## src/rtl/ex_mem_skid_reg_pkg.sv

```systemverilog
// ex_mem_skid_reg_pkg: shared EX/MEM boundary widths and memory-control bit positions
package ex_mem_skid_reg_pkg;
  localparam int DEF_DATA_W = 32;
  localparam int DEF_RD_W = 5;
  localparam int DEF_WB_W = 2;
  localparam int DEF_M_W = 3;
  localparam int MEM_RD_BIT = 0;
  localparam int MEM_WR_BIT = 1;
endpackage

```

## src/rtl/pipe_entry.sv

```systemverilog
// pipe_entry: valid bit plus payload register with load and clear enables
module pipe_entry #(
  parameter int W = 8
) (
  input  logic         clk,
  input  logic         startin,
  input  logic         load,
  input  logic         clear,
  input  logic [W-1:0] d,
  output logic         valid,
  output logic [W-1:0] q
);
  always_ff @(posedge clk) begin
    if (!startin || clear) begin
      valid <= 1'b0;
      q <= '0;
    end else if (load) begin
      valid <= 1'b1;
      q <= d;
    end
  end
endmodule

```

## src/rtl/ex_mem_skid_reg.sv

```systemverilog
// ex_mem_skid_reg: elastic EX/MEM pipeline register with 2-entry skid buffer and flush
module ex_mem_skid_reg
  import ex_mem_skid_reg_pkg::*;
#(
  parameter int DATA_W = DEF_DATA_W,
  parameter int RD_W = DEF_RD_W,
  parameter int WB_W = DEF_WB_W,
  parameter int M_W = DEF_M_W
) (
  input  logic              clk,
  input  logic              startin,
  input  logic              flush,
  input  logic              ex_valid,
  output logic              ex_ready,
  input  logic [WB_W-1:0]   ex_wb,
  input  logic [M_W-1:0]    ex_m,
  input  logic [DATA_W-1:0] ex_alu_result,
  input  logic [DATA_W-1:0] ex_store_data,
  input  logic [RD_W-1:0]   ex_rd,
  output logic              mem_valid,
  input  logic              mem_ready,
  output logic [WB_W-1:0]   mem_wb,
  output logic              mem_mem_read,
  output logic              mem_mem_write,
  output logic [DATA_W-1:0] mem_alu_result,
  output logic [DATA_W-1:0] mem_store_data,
  output logic [RD_W-1:0]   mem_rd,
  output logic [1:0]        occupancy
);
  localparam int P = WB_W + 2 + 2 * DATA_W + RD_W;
  logic [P-1:0] in_p, main_q, skid_q;
  logic main_v, skid_v, accept, drain, unused_m;
  assign unused_m = ^ex_m;
  assign in_p = {ex_wb, ex_m[MEM_RD_BIT], ex_m[MEM_WR_BIT], ex_alu_result, ex_store_data, ex_rd};
  assign ex_ready = startin & ~skid_v;
  assign accept = ex_valid & ex_ready & ~flush;
  assign drain = main_v & mem_ready;
  // main refills from skid when full, otherwise from EX; skid only catches a beat that main cannot take
  pipe_entry #(.W(P)) u_main (
    .clk(clk), .startin(startin),
    .load(~flush & (skid_v ? drain : accept & (~main_v | drain))),
    .clear(flush | (drain & ~skid_v & ~accept)),
    .d(skid_v ? skid_q : in_p), .valid(main_v), .q(main_q)
  );
  pipe_entry #(.W(P)) u_skid (
    .clk(clk), .startin(startin),
    .load(~flush & main_v & ~drain & accept),
    .clear(flush | (skid_v & drain)),
    .d(in_p), .valid(skid_v), .q(skid_q)
  );
  assign mem_valid = main_v;
  assign occupancy = {skid_v, main_v & ~skid_v};
  assign {mem_wb, mem_mem_read, mem_mem_write, mem_alu_result, mem_store_data, mem_rd} = main_v ? main_q : '0;
endmodule

```

## config.mk

```make
export PLATFORM = sky130hd
export DESIGN_NAME = ex_mem_skid_reg
export DESIGN_NICKNAME = d
export VERILOG_FILES = /design/src/rtl/ex_mem_skid_reg_pkg.sv /design/src/rtl/pipe_entry.sv /design/src/rtl/ex_mem_skid_reg.sv
export SDC_FILE = /design/constraint.sdc
export NUM_CORES = 1
export LEC_CHECK = 0
export BUFFER_PORTS_ARGS = -buffer_cell sky130_fd_sc_hd__buf_2
export CORE_MARGIN = 1.5
export CORE_UTILIZATION = 29
export DETAILED_ROUTE_END_ITERATION = 8
export HOLD_SLACK_MARGIN = 0.03
export PLACE_DENSITY_LB_ADDON = 0.15
export SYNTH_ARGS = -nofsm -noshare
export SYNTH_HDL_FRONTEND = slang
export SYNTH_HIERARCHICAL = 1
export SYNTH_SLANG_ARGS = --single-unit
export TNS_END_PERCENT = 1
```

## constraint.sdc

```tcl
create_clock -name clk -period 3.26 [get_ports clk]
set_input_delay 0.326 -clock clk [delete_from_list [all_inputs] [get_ports clk]]
set_output_delay 0.326 -clock clk [all_outputs]
set_load 0.02 [all_outputs]
```

Word level (Yosys, flattened, before mapping):

Cells that the tools add are included.

* register bits: 148
* latch bits: 0
* bits in writable memories: 0
* ROM bits: 0
* memories kept: 0

* add/sub/neg operators: 0
* multiply operators: 0
* divide/modulo/power cells: 0
* magnitude comparators: 0
* eq/ne operators: 0
* shifts and indexed selects: 0
* multiplexer cells: 3
* bitwise gates (word level): 21
* reduce and logical (&&, ||, !) cells: 3

Operator list (number)
* $mux 73: 2
* $and 1x1->1: 13
* $not 1->1: 5
* $or 1x1->1: 3
* $logic_or 1x1->1: 2
* $logic_not 1->1: 1
* $mux 1: 1

Logic depth before layout (Yosys ltp):

Gate-level depths: netlist (run 1).

* depth in word-level cells: 8
* gate-level depth with buffers: 9
* depth with buffers taken out: 4

Modules after synthesis:

Netlist (run 1), hierarchy kept.

Modules (own cells, without submodules)
* pipe_entry: times used 2, cells an instance 239, area an instance 2673.8 µm², sequential area each 1481.4 µm²
* ex_mem_skid_reg: times used 1, cells an instance 174, area an instance 1475.2 µm², sequential area each 0.0 µm²

Worst setup path after synthesis (run 1):

OpenSTA, ideal clock, no wires.

* path type: reg-to-reg
* start point: register u_main.valid
* end point: register u_skid.q[19]
* setup time: 128 ps
* arrival time: 1970 ps
* setup slack: 1163 ps
* cell stages (with the launch flop): 7
* path buffers: 2
* clock period less this slack: 2097 ps
* path through: dfxtp_1 nor2b_1 nor4b_1 buf_6 buf_12 mux2i_1 nor2_1

* longest elaborated chain between the ends: 4

RTL lines
* start: declaration: line pipe_entry.sv:10 `output logic valid,`
* start signal: assignment: line pipe_entry.sv:15 `valid <= 1'b0;`
* start signal: assignment: line pipe_entry.sv:18 `valid <= 1'b1;`
* $and 1x1->1: line ex_mem_skid_reg.sv:37 `assign drain = main_v & mem_ready;`
* $and 1x1->1 or $not 1->1 (tied branches): line ex_mem_skid_reg.sv:48, ex_mem_skid_reg.sv:47
* $or 1x1->1 or $and 1x1->1 (tied branches): line ex_mem_skid_reg.sv:48, ex_mem_skid_reg.sv:47
* $logic_or 1x1->1 or $and 1x1->1 (tied branches): line pipe_entry.sv:14, ex_mem_skid_reg.sv:47
* end signal: assignment: line pipe_entry.sv:16 `q <= '0;`
* end signal: assignment: line pipe_entry.sv:19 `q <= d;`
* end: declaration: line pipe_entry.sv:11 `output logic [W-1:0] q`

Parallel ways exist; a longest one is shown, timed or not.
A chain may end at the register's enable or synchronous reset.

Worst setup path in the final report (run 1):

* start point: register u_skid.valid
* end point: output occupancy[1]

RTL lines
* start: declaration: line pipe_entry.sv:10
* start signal: assignment: line pipe_entry.sv:15
* start signal: assignment: line pipe_entry.sv:18
* end: declaration: line ex_mem_skid_reg.sv:28 `output logic [1:0] occupancy`

No word-level cell between the ends.

==> flow_summary_export.csv, run 1 <==
group,metric,value,unit
status,outcome,"finished clean",
placed_design,dpl_cell_area,0.00765,mm2
clock_tree,clockRootBuffer,"clkbuf_16",
floorplanning,dieHeight,156,um
timing,skew,0.00628,ns
synthesis,synth_fp_nets,731,
final_layout,nets,862,
power,power_density,484,mW/mm2
floorplanning,initial_core_util,29.9,%
power,leakage,0.00314,uW
critical_path,rr_endpoint,"u_skid/q[45]",
timing,min_period_over_period,73.0,%
critical_path,r2r_setup_slack,1.10,ns
detailed_routing,num_vias,4752,
clock_tree,ctsHtreeMaxLevel,4,
detailed_routing,wl,15900,um
detailed_routing,drtIter0Drc,163,
synthesis,synth_compound_area_share,0.513,%
critical_path,critPathMaxFanout,45,
synthesis,synth_warnings,6,
power,max-vdd-ir-drop,0.258,mV
power,p_total,3980,uW
critical_path,cp_data_arrival_time,2.05,ns
synthesis,ys_ff_latch,148,
clock_tree,cts_buffers,17,
grt,grt_pass1_vias,4928,
final_layout,area_delta_synth_final,20.6,%
synthesis,synth_cell_type_count,19,
grt,grt_max_degree,75,
clock_tree,cts_setup_buffers,0,
detailed_routing,routedWlPerCell,14.3,um
clock_tree,clk_pin_slew,0.07,ns
floorplanning,core_area,0.0228,mm2
synthesis,synth-simple-area-share,15.6,%
final_layout,finalInstanceArea,0.00823,mm2
clock_tree,cts_tree,"built",
final_layout,drive_above_1_share,34.5,%
synthesis,synth_cells,652,
placed_design,dp_hpwl,9390,um
critical_path,slowest_delay,0.78,ns
grt,grt_usage,13.6,%
grt,grt_antenna_before_repair,1,
timing,fmax,420,MHz
final_layout,seqCellArea,0.00297,mm2
floorplanning,rows,55,
timing,rsz0062_at_grt,"no",
final_layout,final_common_cell,"buf_2",
floorplanning,ios,156,
timing,drv_slew,0,
timing,max_slew.worst_pin.slew,0.661,ns
detailed_routing,antenna_left,0,
critical_path,rr_worst_depth,5,
detailed_routing,routed_via_density,4.28,
clock_tree,cts_resized,0,
timing,slew_headroom,55.9,%
synthesis,syn_area_per_cell,10.5,um2
critical_path,critPathBufInv,2,
timing,setup_viol,0,
placed_design,globalplace.congestion,0.671,
synthesis,synth_top_family_by_area,"multiplexers",
synthesis,seq_area_frac_synth,43.4,%
synthesis,synthAdderAreaFrac,0,%
synthesis,netlist_area,0.00682,mm2
final_layout,multi_input_area,0.00341,mm2
critical_path,r2r-start,"u_skid/valid",
placed_design,io_buffers,154,
hold_path,hp-class,"in2reg",
placed_design,place_worst_setup_slack,1.06,ns
final_layout,antenna_cells,0,
timing,fin_crit,2.38,ns
critical_path,worstPathRequired,2.93,ns
critical_path,startpoint_type,"flop",
detailed_routing,drt_first_pass_iters,4,
hold_path,worst_hold_startpoint,"ex_rd[3]",
critical_path,cp_slowest_cell,"dfxtp_4",
detailed_routing,route.detailed.drc,0,
final_layout,final_cell_mix,"154 x buf_2, 150 x nor2_1, 146 x mux2i_1, 146 x dfxtp_1, 73 x and2_1",
final_layout,fillerInstances,2440,
grt,grt_pass1_wl,25800,um
clock_tree,cts.sinks,148,
critical_path,crit_chain,"buf_4 -> buf_2",
clock_tree,ctsHoldBuffers,0,
timing,tns,0,ns
grt,overflow,0,
floorplanning,fp.dieW,156,um
synthesis,synth-xor-area-share,0,%
hold_path,whs_endpoint,"u_skid/q[3]",
critical_path,critical-path-top-delay-family,"buffers and inverters",
synthesis,synthMuxAreaShare,33.6,%
hold_path,min_path_cells,3,
timing,hold_violations,0,
clock_tree,clock_path_buffers,2,
critical_path,critical_path_class,"reg2out",
critical_path,end_kind,"primary output",
timing,worst_slack,0.880,ns
run,maxCapViolCount,0,
floorplanning,dieArea,0.0245,mm2
clock_tree,clk_latency,0.41,ns
## area by class of cell
class | instances | share of cell area, %
tap | 313 | 4.76
sequential | 148 | 36.1
multi-input combinational | 454 | 41.5
timing repair buffer | 162 | 10.7
clock buffer | 19 | 5.50
clock inverter | 13 | 1.49
## registers in the layout (all words and copies together), names as in the netlist
register / cells
u_main/valid: 1
u_skid/valid: 1
u_main/q: 73
u_skid/q: 73
## layer usage
layer,GRT usage (%),wire length [um],vias to the layer above
met4,3.67,127,2
met2,23.2,7580,99
met1,16.5,7410,2209
met5,0,7,-
li1,-,-,2434
met3,4.24,785,8
## report_power, final
group	switching [uW]	internal [uW]	total, uW
clock network	827	1100	1930
registers	6.46	1820	1830
logic	116	113	229
total	949	3030	3980
## how the worst max path moves through the flow
stage	from	endpoint	slack [ns]	cells after the start
2_1_floorplan	u_main/valid	u_skid/q[19]	1.16	6
3_3_place_gp	u_skid/valid	u_main/q[46]	1.04	5
3_5_place_dp	u_skid/valid	u_main/q[48]	1.06	5
4_1_cts	u_skid/valid	occupancy[1]	0.78	2
5_1_grt	u_skid/valid	occupancy[1]	0.71	2
6_report	u_skid/valid	occupancy[1]	0.88	2
## cell usage after synthesis (all sizes together)
master	n	area [um2]
and2	73	457
mux2	73	830
nor4b	1	8.76
a21oi	1	5.00
mux2i	146	1460
or2	1	6.26
nor2	150	563
buf	34	407
nand2b	2	12.5
nand2	2	7.51
a31o	2	17.5
nor2b	2	12.5
dfxtp	148	2960
a211oi	1	12.5
clkbuf	16	60.1
## metrics by stage
| step | util (%) | instances | hold slack [ns] |
|---|---|---|---|
| after global placement | 33.5 | 1077 | 0.465 |
| after detailed placement | 33.5 | 1077 | 0.474 |
| after CTS | 36.0 | 1109 | 0.133 |
| final | 36.0 | 1109 | 0.160 |
| after floorplan | - | 652 | 0.452 |
| after global routing | 36.0 | 1109 | 0.155 |
## worst reg2reg max path, stage by stage (launching register included)
cell     delay (ns)
dfxtp_4        0.55
nor2b_1        0.29
nor4b_2        0.40
buf_12         0.45
mux2i_1        0.30
nor2_1         0.05
## cells by family (layout without fill, tap and decap cells)
group / after synthesis / after routing
compound gates: 4 / 4
buf+inv: 50 / 194
flops: 148 / 148
mux: 219 / 219
simple gates: 231 / 231
Power figures use the tool's default switching activity.
==> run 2: changes to the inputs <==
Clock period 3.26 ns to 2.2 ns, I/O delays scaled along.
==> run 2 against run 1 <==
Against the previous run:
- sequential power increased by 48%
- sequential cell count unchanged
- setup slack lost 0.59 ns
- clock skew increased by 0.00073 ns
- non-clock buffer count grew 8
- combinational power is 52% higher
==> flow_summary_export.csv, run 2 (synthesis results as in run 1) <==
group,metric,value,unit
status,outcome,"finished clean",
final_layout,final_common_cell,"buf_2",
clock_tree,cts.sinks,148,
detailed_routing,antenna_left,0,
power,p_int,4690,uW
clock_tree,clk_pin_slew,0.06,ns
timing,fmax,523,MHz
detailed_routing,routedWlPerCell,14.4,um
critical_path,r2r_setup_slack,0.36,ns
final_layout,final_core_utilization,36.6,%
clock_tree,clockRootBuffer,"clkbuf_16",
floorplanning,rows,55,
final_layout,drive_above_1_share,34.7,%
detailed_routing,route.detailed.drc,0,
clock_tree,clk_latency,0.41,ns
power,power.switching,1360,uW
timing,hold_violations,0,
placed_design,place_inst,1084,
critical_path,worstPathRequired,1.98,ns
final_layout,antenna_cells,0,
floorplanning,dieHeight,156,um
critical_path,rr_endpoint,"u_main/q[35]",
power,max-vdd-ir-drop,0.410,mV
timing,fin_crit,1.91,ns
placed_design,place_worst_setup_slack,0.349,ns
timing,max_slew.worst_pin.slew,0.482,ns
clock_tree,cts_tree,"built",
floorplanning,core_area,0.0228,mm2
power,p_comb_share,5.8,%
final_layout,reg_top3,"u_main/q (73), u_skid/q (73)",
detailed_routing,drtIter0Drc,126,
floorplanning,fp.dieW,156,um
timing,worst_slack,0.289,ns
power,power_density,724,mW/mm2
critical_path,critPathMaxFanout,70,
timing,skew,0.00701,ns
clock_tree,ctsHtreeMaxLevel,4,
timing,min_period_over_period,86.9,%
detailed_routing,wl,16000,um
power,sw_frac_of_total,22.5,%
grt,grt_max_degree,71,
run,maxCapViolCount,0,
grt,grt_usage,13.4,%
placed_design,globalplace.congestion,0.673,
final_layout,final_cell_mix,"154 x buf_2, 150 x nor2_1, 146 x mux2i_1, 146 x dfxtp_1, 73 x and2_1",
floorplanning,initial_core_util,29.9,%
floorplanning,dieArea,0.0245,mm2
critical_path,endpoint,"mem_store_data[6]",
critical_path,end_kind,"primary output",
power,p_total,6060,uW
detailed_routing,num_vias,4773,
critical_path,critical_path_class,"reg2out",
timing,rsz0062_at_grt,"no",
power,seqPwrFrac,44.7,%
hold_path,hp-class,"in2reg",
power,clkPwrFrac,49.5,%
timing,drv_slew,0,
clock_tree,cts_buffers,17,
placed_design,dp_hpwl,9680,um
timing,setup_viol,0,
critical_path,crit_path_start,"u_main/valid",
grt,grt_antenna_before_repair,1,
timing,slew_headroom,67.9,%
grt,grt_pass1_wl,25200,um
floorplanning,ios,156,
critical_path,startpoint_type,"flop",
detailed_routing,drt_first_pass_iters,4,
timing,tns,0,ns
grt,overflow,0,
critical_path,rr_worst_depth,5,
detailed_routing,routed_via_density,4.28,
grt,grt_pass1_vias,4709,
placed_design,io_buffers,154,
final_layout,area_delta_synth_final,22.6,%
clock_tree,clock_path_buffers,2,
power,leakage,0.00319,uW
final_layout,instances_no_fill,1116,
critical_path,cp_data_arrival_time,1.69,ns
critical_path,r2r-start,"u_skid/valid",
clock_tree,cts_setup_buffers,0,
final_layout,nets,870,
[run 2: critical path, cell delays in order (launching register included)]
cell     delay [ns]
dfxtp_2        0.43
buf_6          0.44
and2_1         0.24
buf_2          0.17
[run 2: cell type report]
| class | count | area (um2) |
|---|---|---|
| multi-input combinational | 454 | 3410 |
| fill | 2407 | 14500 |
| clock inverter | 11 | 150 |
| sequential | 148 | 2970 |
| clock buffer | 20 | 447 |
| tap | 313 | 392 |
| timing repair buffer | 170 | 997 |
[run 2: power groups by stage]
| stage | Sequential [uW] | Clock [uW] | Combinational [uW] |
|---|---|---|---|
| after floorplan | 2770 | 0 | 225 |
| after global placement | 2770 | 0 | 355 |
| after detailed placement | 2770 | 0 | 356 |
| after CTS | 2710 | 3130 | 359 |
| after global routing | 2710 | 3230 | 387 |
| final | 2710 | 3000 | 349 |
[run 2: per-layer routing]
layer	wire, um	up-vias	share of wire (%)	global-route usage [%]
met3	711	13	4.4	3.93
met1	7890	2216	49	17.2
li1	-	2448	-	-
met2	7250	94	45	21.4
met4	166	2	1.0	4.40
met5	12	-	0.075	0
[run 2: how the worst min path moves through the flow]
stage / from / to / cells after the start
6_report: ex_alu_result[24] / u_skid/q[61] / 3
5_1_grt: ex_alu_result[15] / u_skid/q[52] / 3
4_1_cts: ex_alu_result[18] / u_skid/q[55] / 3
3_5_place_dp: u_main/q[5] / u_main/q[5] / 2
3_3_place_gp: u_main/q[32] / u_main/q[32] / 2
2_1_floorplan: ex_rd[0] / u_skid/q[0] / 2
[run 2: stage by stage]
step                area [um2]  hold WS, ns
floorplan                 6820        0.367
global placement          7750        0.465
detailed placement        7750        0.476
CTS                       8360       0.0300
global route              8370       0.0431
finish                    8370       0.0578
[run 2: repair_timing]
| action | in CTS | in global routing |
|---|---|---|
| gates resized for setup | 0 | 1 |
| endpoints found under the setup margin | 0 | 64 |
| hold buffers | 1 | 0 |
| hold endpoints to repair | 1 | 0 |
